$ cat src/rtl/seq_pkg.sv
// Shared definitions for the sequence_tx serial frame transmitter.
package seq_pkg;

  // Frame phases. The FSM register holds the raw encodings below.
  typedef enum logic [2:0] {
    IDLE     = 3'd0,
    PREAMBLE = 3'd1,
    PAYLOAD  = 3'd2,
    PARITY   = 3'd3,
    GAP      = 3'd4
  } seq_state_e;

  localparam logic [2:0] ST_IDLE     = IDLE;
  localparam logic [2:0] ST_PREAMBLE = PREAMBLE;
  localparam logic [2:0] ST_PAYLOAD  = PAYLOAD;
  localparam logic [2:0] ST_PARITY   = PARITY;
  localparam logic [2:0] ST_GAP      = GAP;

  // Line sync pattern that downstream preamble detectors align on.
  localparam logic [3:0] SEQ_PREAMBLE = 4'b1101;

  function automatic int max2(input int a, input int b);
    return (a > b) ? a : b;
  endfunction

endpackage

$ cat src/rtl/seq_tx_shifter.sv
// MSB-first parallel-load shift register with a bits-remaining down-counter.
// bit_out is the current line bit; last is high while the final bit of the
// loaded segment is on the line.
module seq_tx_shifter #(
  parameter int W  = 8,
  parameter int CW = 4
) (
  input  logic          clk,
  input  logic          rst_n,
  input  logic          load,
  input  logic [W-1:0]  load_data,
  input  logic [CW-1:0] load_count,
  input  logic          shift,
  output logic          bit_out,
  output logic          last
);

  logic [W-1:0]  sreg;
  logic [CW-1:0] cnt;

  // Load takes priority over shift; counter saturates at zero.
  always_ff @(posedge clk or negedge rst_n) begin
    if (!rst_n) begin
      sreg <= '0;
      cnt  <= '0;
    end else if (load) begin
      sreg <= load_data;
      cnt  <= load_count;
    end else if (shift) begin
      sreg <= sreg << 1;
      if (cnt != '0) cnt <= cnt - CW'(1);
    end
  end

  assign bit_out = sreg[W-1];
  assign last    = (cnt == '0);

endmodule

$ cat src/rtl/sequence_tx.sv
// Serial frame transmitter: preamble, payload (and optional even parity bit),
// one bit per clock, followed by a forced idle gap.
// Optional feature: define SEQUENCE_TX_PARITY_EN to append ^payload after the payload.
// The line bit comes straight from the shifter MSB flop; the shifter is cleared
// whenever no frame bit is on the line, so the line reads 0 while vld is low.
module sequence_tx
  import seq_pkg::*;
#(
  parameter int                   PATTERN_W  = 4,
  parameter logic [PATTERN_W-1:0] PATTERN    = SEQ_PREAMBLE,
  parameter int                   DATA_W     = 8,
  parameter int                   GAP_CYCLES = 2
) (
  input  logic              i_clk,
  input  logic              i_rst_n,
  input  logic              i_tx_valid,
  input  logic [DATA_W-1:0] i_tx_data,
  output logic              o_tx_ready,
  output logic              o_sequence_out,
  output logic              o_sequence_vld,
  output logic              o_busy,
  output logic              o_done
);

  localparam int SW       = max2(PATTERN_W, DATA_W);
  localparam int CW       = $clog2(SW + 1);
  localparam int GW       = (GAP_CYCLES > 0) ? $clog2(GAP_CYCLES + 1) : 1;
  localparam int GAP_LAST = (GAP_CYCLES > 0) ? GAP_CYCLES - 1 : 0;

  logic [2:0]        state_q, state_d;
  logic [DATA_W-1:0] data_q, data_d;
  logic [GW-1:0]     gap_q, gap_d;
  logic              vld_q, vld_d;
  logic              done_q, done_d;
  logic              finish;

  logic              sh_load, sh_shift, sh_bit, sh_last;
  logic [SW-1:0]     sh_data;
  logic [CW-1:0]     sh_count;

`ifdef SEQUENCE_TX_PARITY_EN
  logic parity_bit;
  assign parity_bit = ^data_q;
`endif

  seq_tx_shifter #(
    .W  (SW),
    .CW (CW)
  ) u_shifter (
    .clk        (i_clk),
    .rst_n      (i_rst_n),
    .load       (sh_load),
    .load_data  (sh_data),
    .load_count (sh_count),
    .shift      (sh_shift),
    .bit_out    (sh_bit),
    .last       (sh_last)
  );

  // Next-state: segments are loaded left-aligned so the first bit sits at the MSB.
  always_comb begin
    state_d  = state_q;
    data_d   = data_q;
    gap_d    = gap_q;
    vld_d    = vld_q;
    done_d   = 1'b0;
    finish   = 1'b0;
    sh_load  = 1'b0;
    sh_shift = 1'b0;
    sh_data  = '0;
    sh_count = '0;
    case (state_q)
      ST_IDLE: begin
        vld_d = 1'b0;
        if (i_tx_valid) begin
          data_d   = i_tx_data;
          sh_load  = 1'b1;
          sh_data  = SW'(PATTERN) << (SW - PATTERN_W);
          sh_count = CW'(PATTERN_W - 1);
          vld_d    = 1'b1;
          state_d  = ST_PREAMBLE;
        end
      end
      ST_PREAMBLE: begin
        if (sh_last) begin
          sh_load  = 1'b1;
          sh_data  = SW'(data_q) << (SW - DATA_W);
          sh_count = CW'(DATA_W - 1);
          state_d  = ST_PAYLOAD;
        end else begin
          sh_shift = 1'b1;
        end
      end
      ST_PAYLOAD: begin
        if (sh_last) begin
`ifdef SEQUENCE_TX_PARITY_EN
          sh_load  = 1'b1;
          sh_data  = SW'(parity_bit) << (SW - 1);
          sh_count = '0;
          state_d  = ST_PARITY;
`else
          finish   = 1'b1;
`endif
        end else begin
          sh_shift = 1'b1;
        end
      end
`ifdef SEQUENCE_TX_PARITY_EN
      ST_PARITY: finish = 1'b1;
`endif
      ST_GAP: begin
        if (gap_q == '0) state_d = ST_IDLE;
        else             gap_d   = gap_q - GW'(1);
      end
      default: begin
        // Unreachable encodings recover to a clean idle line.
        state_d = ST_IDLE;
        vld_d   = 1'b0;
        sh_load = 1'b1;
      end
    endcase

    if (finish) begin
      sh_load = 1'b1;
      sh_data = '0;
      vld_d   = 1'b0;
      done_d  = 1'b1;
      if (GAP_CYCLES == 0) begin
        state_d = ST_IDLE;
      end else begin
        state_d = ST_GAP;
        gap_d   = GW'(GAP_LAST);
      end
    end
  end

  // State and output registers; reset abandons any frame without a done pulse.
  always_ff @(posedge i_clk or negedge i_rst_n) begin
    if (!i_rst_n) begin
      state_q <= ST_IDLE;
      data_q  <= '0;
      gap_q   <= '0;
      vld_q   <= 1'b0;
      done_q  <= 1'b0;
    end else begin
      state_q <= state_d;
      data_q  <= data_d;
      gap_q   <= gap_d;
      vld_q   <= vld_d;
      done_q  <= done_d;
    end
  end

  assign o_tx_ready     = (state_q == ST_IDLE);
  assign o_busy         = (state_q != ST_IDLE);
  assign o_sequence_out = sh_bit;
  assign o_sequence_vld = vld_q;
  assign o_done         = done_q;

endmodule

$ cat config.mk
export PLATFORM = sky130hd
export DESIGN_NAME = sequence_tx
export DESIGN_NICKNAME = d
export VERILOG_FILES = /design/src/rtl/seq_pkg.sv /design/src/rtl/seq_tx_shifter.sv /design/src/rtl/sequence_tx.sv
export SDC_FILE = /design/constraint.sdc
export NUM_CORES = 1
export LEC_CHECK = 0
export CORE_MARGIN = 4
export CORE_UTILIZATION = 52
export CTS_BUF_LIST = sky130_fd_sc_hd__clkbuf_8
export CTS_CLUSTER_SIZE = 16
export DETAILED_ROUTE_END_ITERATION = 8
export DONT_BUFFER_PORTS = 1
export GPL_TIMING_DRIVEN = 0
export PLACE_DENSITY = 0.63
export SLEW_MARGIN = 20
export SYNTH_ARGS = -nofsm -noshare
export SYNTH_HDL_FRONTEND = slang
export SYNTH_SLANG_ARGS = --single-unit
export TNS_END_PERCENT = 1
$ cat constraint.sdc
create_clock -name i_clk -period 2.2 [get_ports i_clk]
set_clock_uncertainty 0.15 [all_clocks]
set_input_delay 0.22 -clock i_clk [delete_from_list [all_inputs] [get_ports i_clk]]
set_output_delay 0.22 -clock i_clk [all_outputs]
set_load 0.01 [all_outputs]
; ---- Word-level counts from Yosys, hierarchy flattened
; Cells that the tools add are included.
[totals]
reg_bits = 27
inputBits = 11
output_inout_bits = 5
word_cells = 63
[classes]
add_sub_neg = 2
eq_ne = 9
muxes = 30
n_reduce_logical = 15
[ops]
columns = operator, n
row1 = two-way mux 8 bit, 5
row2 = one-hot mux 8 bit (2 select lines), 1
row3 = two-way mux 3 bit, 5
row4 = two-way mux 4 bit, 3
row5 = one-hot mux 3 bit (4 select lines), 1
row6 = two-way mux 1 bit, 8
row7 = two-way mux 2 bit, 4
row8 = "inequality test 3 bit, second input constant", 2
row9 = one-hot mux 3 bit (2 select lines), 1
row10 = AND reduction 2 bit, 3
row11 = nonzero test 2 bit, 3
row12 = logical NOT 4 bit, 1
row13 = "inequality test 2 bit, second input constant", 2
row14 = AND reduction 4 bit, 1
row15 = nonzero test 4 bit, 1
row16 = OR reduction 2 bit, 2
row17 = "subtractor 4 x 1 -> 4 bit, second input constant", 1
row18 = "== test 3 x 1 -> 1 bit, second input constant", 1
row19 = "== test 3 x 2 -> 1 bit, second input constant", 1
row20 = "== test 3 bit, second input constant", 1
row21 = logical NOT 3 bit, 1
row22 = "inequality test 3 x 2 -> 1 bit, second input constant", 1
row23 = one-hot mux 1 bit (3 select lines), 1
row24 = nonzero test 3 bit, 1
row25 = other kinds (5), 5

; ---- Depth between registers and ports, before layout
[depth]
depth_word = 6
depth_mapped = 7
ltp_nobuf = 6

; ---- Hierarchy
; Synthesis repeated with hierarchy kept, for this count alone.
[unflattened]
hier_cells = 130
hier_area_um2 = 1387.6
[by_module_without_submodules]
columns = module, n_inst, cells_each, area_each_um2, seq_area_each_um2
row1 = sequence_tx, 1, 68, 783.3, 375.4
row2 = seq_tx_shifter, 1, 62, 604.3, 300.3

; ---- Least setup slack after synthesis
; OpenSTA, ideal clock, no wires.
[synth_path]
kind = register to register
startpoint = reg u_shifter.cnt[0]
endpoint = reg u_shifter.sreg[1]
setup_ns = 0.127
arrival_time_ns = 1.572
required_ns = 1.923
setup_slack_ns = 0.351
path_stages_with_launch = 8
path_buffers = 1
synth_period_minus_slack_ns = 1.849
cell_sequence = dfrtp_1 > inv_1 > ha_1 > nor3b_1 > nor3_1 > buf_2 > a222oi_1 > inv_1
[synth_between]
elab_chain_cells = 5
word_cells_on_any_way = 12
cone_classes = mux (10) / reduce/logical (2)
[synth_lines]
columns = item, line_no
row1 = start: declaration, seq_tx_shifter.sv:19  ; logic [CW-1:0] cnt;
row2 = start signal: assignment, seq_tx_shifter.sv:28  ; cnt <= load_count;
row3 = start signal: assignment, seq_tx_shifter.sv:31  ; if (cnt != '0) cnt <= cnt - CW'(1);
row4 = logical NOT 4 bit (*), seq_tx_shifter.sv:36  ; assign last = (cnt == '0);
row5 = two-way mux 1 bit or two-way mux 8 bit (tied branches), "sequence_tx.sv:85, sequence_tx.sv:95"
row6 = "one-hot mux 1 bit (3 select lines), or another cell as far along", sequence_tx.sv:72  ; case (state_q)
row7 = two-way mux 1 bit or two-way mux 8 bit (tied branches), sequence_tx.sv:123  ; if (finish) begin
row8 = two-way mux 8 bit or nonzero test 2 bit (tied branches), --
row9 = end signal: assignment, seq_tx_shifter.sv:27  ; sreg <= load_data;
row10 = end signal: assignment, seq_tx_shifter.sv:30  ; sreg <= sreg << 1;
row11 = end: declaration, seq_tx_shifter.sv:18  ; logic [W-1:0] sreg;
; Mark *: on every way between the ends. The rest lies on a longest branch, timed or not.
; A chain may end at the register's enable or synchronous reset.

; ---- Worst setup path after layout
[layout_path]
startpoint = reg state_q[1]
endpoint = reg u_shifter.cnt[2]
[layout_between]
elab_chain_cells = 6
word_cells_on_any_way = 15
cone_classes = eq/ne (3) / mux (6) / reduce/logical (6)
[layout_lines]
columns = item, line_no
row1 = start: declaration, sequence_tx.sv:30  ; logic [2:0] state_q, state_d;
row2 = start signal: assignment, sequence_tx.sv:146  ; state_q <= state_d;
row3 = == test 3 bit or == test 3 x 2 -> 1 bit (tied branches), sequence_tx.sv:72
row4 = OR reduction 2 bit (no source line), --
row5 = one-hot mux 1 bit (3 select lines), sequence_tx.sv:72
row6 = two-way mux 1 bit, sequence_tx.sv:123
row7 = nonzero test 2 bit (no source line), --
row8 = AND reduction 2 bit (no source line), --
; Parallel ways exist; a longest one is shown, timed or not.

==> results.md <==
| Result | Reported | Unit |
|---|---|---|
| Relative slew slack | 0.373 | - |
| Ratio of cells with drive above 1 in the final layout | 0.146 | - |
| Cell-by-cell listing of the critical path | clkbuf_1, nor3_1, o21bai_1, a211oi_1 | - |
| Initial Utilization | 0.560 | - |
| Synthesis-to-layout area growth | 16.1 | % |
| Leakage dissipation | 0.704 | nW |
| Total Nets Final | 152 | - |
| Final Power | 1.93 | mW |
| Num CTS Buffers | 3 | - |
| Max-cap violations | 0 | - |
| CTS Root Cell | sky130_fd_sc_hd__clkbuf_8 | - |
| Leading cell type in the layout, fill and taps excluded | sky130_fd_sc_hd__dfrtp_1 | - |
| Post-synth EDFFs | 0 | - |
| Flops & latches, synth | 27 | - |
| Violation count after the first detailed-routing iteration | 52 | - |
| Setup Total Neg Slack | 0 | ns |
| Max Root-Sink Buffers | 2 | - |
| Setup repair after global routing missed its margin | no | - |
| Pwr/cell area | 1300 | nW/µm² |
| Vias in the first global route | 923 | - |
| Master of the slowest instance on the critical path | sky130_fd_sc_hd__nor3_1 | - |
| HPWL Detailed | 1.68 | mm |
| Die span in y | 57.5 | µm |
| Synthesized area per cell | 10.4 | µm² |
| Post-synthesis net count | 136 | - |
| Number of detailed-route iterations in the first pass | 4 | - |
| Total number of vias | 937 | - |
| Number of I/O pins | 16 | - |
| Final number of max-transition violations | 0 | - |
| Worst path arrival time | 2.01 | ns |
| Synth Cell Area | 1270 | µm² |
| Clock latency at the later pin of the worst-skew pair | 0.27 | ns |
| Post CTS Setup Buffer Count | 0 | - |
| Slew of the pin with the lowest slew margin | 0.934 | ns |
| Post-route clock period utilization | 0.913 | - |
| Total count of hold-check failures in the final report | 0 | - |
| Number of core rows | 17 | - |
| Total congestion overflow after global routing | 0 | - |
| Worst setup EP type | register | - |
| Standard cell core area | 2280 | µm² |
| Number of H-tree levels | 1 | - |
| Number of remaining DRC errors | 0 | - |
| Clock-pin slew on the worst setup and hold paths | 0.09 | ns |
| Number of library cell types mapped by synthesis | 35 | - |
| Leading cell types in the layout, fill and taps excluded | sky130_fd_sc_hd__dfrtp_1 (27), sky130_fd_sc_hd__inv_1 (14), sky130_fd_sc_hd__nand2_1 (10), sky130_fd_sc_hd__dlygate4sd3_1 (10) | - |
| GPL Wtd Cong | 0.841 | - |
| Share of flip-flops with an asynchronous set or reset after synthesis | 1.00 | - |
| Inserted Diodes | 0 | - |
| Hold Path Class | primary input to register | - |
| Wire length of the first global-routing pass | 4.06 | mm |
| Type of origin of the critical path | register | - |
| Worst Path Buf+Inv | 1 | - |
| Synth Flop Type | sky130_fd_sc_hd__dfrtp_1 | - |
| Number of sinks on the clock net | 27 | - |
| IO buf count | 0 | - |
| Total Routing Usage GR | 0.159 | - |
| Horiz. Die Dim | 57.5 | µm |
| Floorplan die area | 3310 | µm² |
| Register area share after synthesis | 0.530 | - |
| Maximum fanout along the worst path | 10 | - |
| Synthesized netlist cell count | 122 | - |
| Highest attainable clock frequency | 498 | MHz |
| Maximum number of pins on one net before global-route repair | 28 | - |
| Synthesis Warnings | 0 | - |
| Number of antenna violations at the first check in global routing | 0 | - |
| VDD IR-drop max | 0.000715 | V |
| Number of setup violations in the final report | 0 | - |
| DRT Wirelength | 2.46 | mm |
| Required time of the critical path | 2.20 | ns |
| Final period demand of the worst path | 2.01 | ns |
| Slowest cell delay on critical path | 0.80 | ns |
| Critical setup path kind | register to register | - |
| Clock tree from TritonCTS | yes | - |
| Run status | finished, final reports clean | - |
| Count of nets left with antenna violations after detail routing | 0 | - |
| Largest delay contributor family on the critical path | simple AND/OR/NAND/NOR gates | - |
| Via-to-Cell Ratio | 5.68 | - |
| Final routed wire length divided by cell count | 14.9 | µm |
-- synthesized netlist by cell type (2+ instances only) --
| master | number | area share |
|---|---|---|
| sky130_fd_sc_hd__a211oi_1 | 2 | 0.012 |
| sky130_fd_sc_hd__a21oi_1 | 3 | 0.012 |
| sky130_fd_sc_hd__a222oi_1 | 4 | 0.031 |
| sky130_fd_sc_hd__and3_1 | 4 | 0.020 |
| sky130_fd_sc_hd__buf_2 | 2 | 0.0079 |
| sky130_fd_sc_hd__clkbuf_1 | 2 | 0.0059 |
| sky130_fd_sc_hd__dfrtp_1 | 27 | 0.53 |
| sky130_fd_sc_hd__ha_1 | 3 | 0.029 |
| sky130_fd_sc_hd__inv_1 | 13 | 0.038 |
| sky130_fd_sc_hd__mux2_2 | 8 | 0.071 |
| sky130_fd_sc_hd__nand2_1 | 10 | 0.029 |
| sky130_fd_sc_hd__nand3_1 | 4 | 0.016 |
| sky130_fd_sc_hd__nor2_1 | 8 | 0.024 |
| sky130_fd_sc_hd__nor3_1 | 4 | 0.016 |
| sky130_fd_sc_hd__o21ai_0 | 7 | 0.028 |
| sky130_fd_sc_hd__or3b_2 | 2 | 0.014 |
-- state kept, by name, indices dropped and copies added, names as in the netlist --
name	count
u_shifter.cnt	4
u_shifter.sreg	8
gap_q	2
o_sequence_vld	1
state_q	3
data_q	8
o_done	1
-- logic make-up (layout without fill, tap and decap cells) --
family | after synthesis | in the layout | synth area share
buffers and inverters | 19 | 34 | 0.0668
multiplexers | 9 | 9 | 0.0786
AND/OR/NAND/NOR | 38 | 38 | 0.152
flip-flops | 27 | 27 | 0.530
adder cells (fa/ha/maj) | 3 | 3 | 0.0295
AO/OA/AOI/OAI | 25 | 25 | 0.136
XOR/XNOR | 1 | 1 | 0.00688
-- per-layer routing --
layer / GRT usage / up-vias / share of wire
met1: 0.207 / 451 / 0.46
met4: 0.0629 / 0 / 0.018
met5: 0 / - / 0
li1: - / 460 / -
met3: 0.0271 / 7 / 0.031
met2: 0.261 / 19 / 0.49
-- final cells by class --
type	instances	area, µm²
fillers	186	797
flip-flops and latches	27	676
multi-input cells	76	518
repair buffers	11	120
inverters	13	48.8
clock buffers	3	41.3
plain buffers	6	36.3
well taps	28	35.0
clock inverters	1	3.75
-- power by group --
| part | switching (mW) | internal (mW) | leakage, nW |
|---|---|---|---|
| clock | 0.144 | 0.125 | 0.0269 |
| combinational | 0.442 | 0.358 | 0.336 |
| sequential | 0.154 | 0.705 | 0.341 |
| total | 0.740 | 1.19 | 0.704 |
-- stage by stage --
step	hold WS, ns	worst slack [ns]	area (µm²)	instances	util
global route	0.0321	0.0592	1480	165	0.650
detailed placement	-0.225	0.0643	1310	150	0.575
floorplan	-0.226	0.351	1270	122	-
CTS	0.0163	0.0566	1470	165	0.648
finish	0.0164	0.192	1480	165	0.650
global placement	-0.225	0.0956	1310	150	0.575
-- path summary, 6_finish.rpt --
path	endpoint	slack, ns	depth (start not counted)	startpoint
max	u_shifter.cnt[2]	0.19	4	state_q[1]
min	u_shifter.cnt[0]	0.02	2	i_tx_valid
max reg2reg	u_shifter.cnt[2]	0.19	4	state_q[1]
min reg2reg	gap_q[0]	0.34	1	gap_q[0]
max in group asynchronous	data_q[4]	1.52	2	i_rst_n
min in group asynchronous	u_shifter.cnt[2]	0.22	2	i_rst_n
-- timing repair --
| item | in CTS | in global routing |
|---|---|---|
| gates resized for setup | 0 | 1 |
| hold endpoints to repair | 36 | 0 |
| setup endpoints to repair | 0 | 6 |
| hold buffers | 11 | 0 |
No activity file was read; power rests on OpenSTA's default activity.
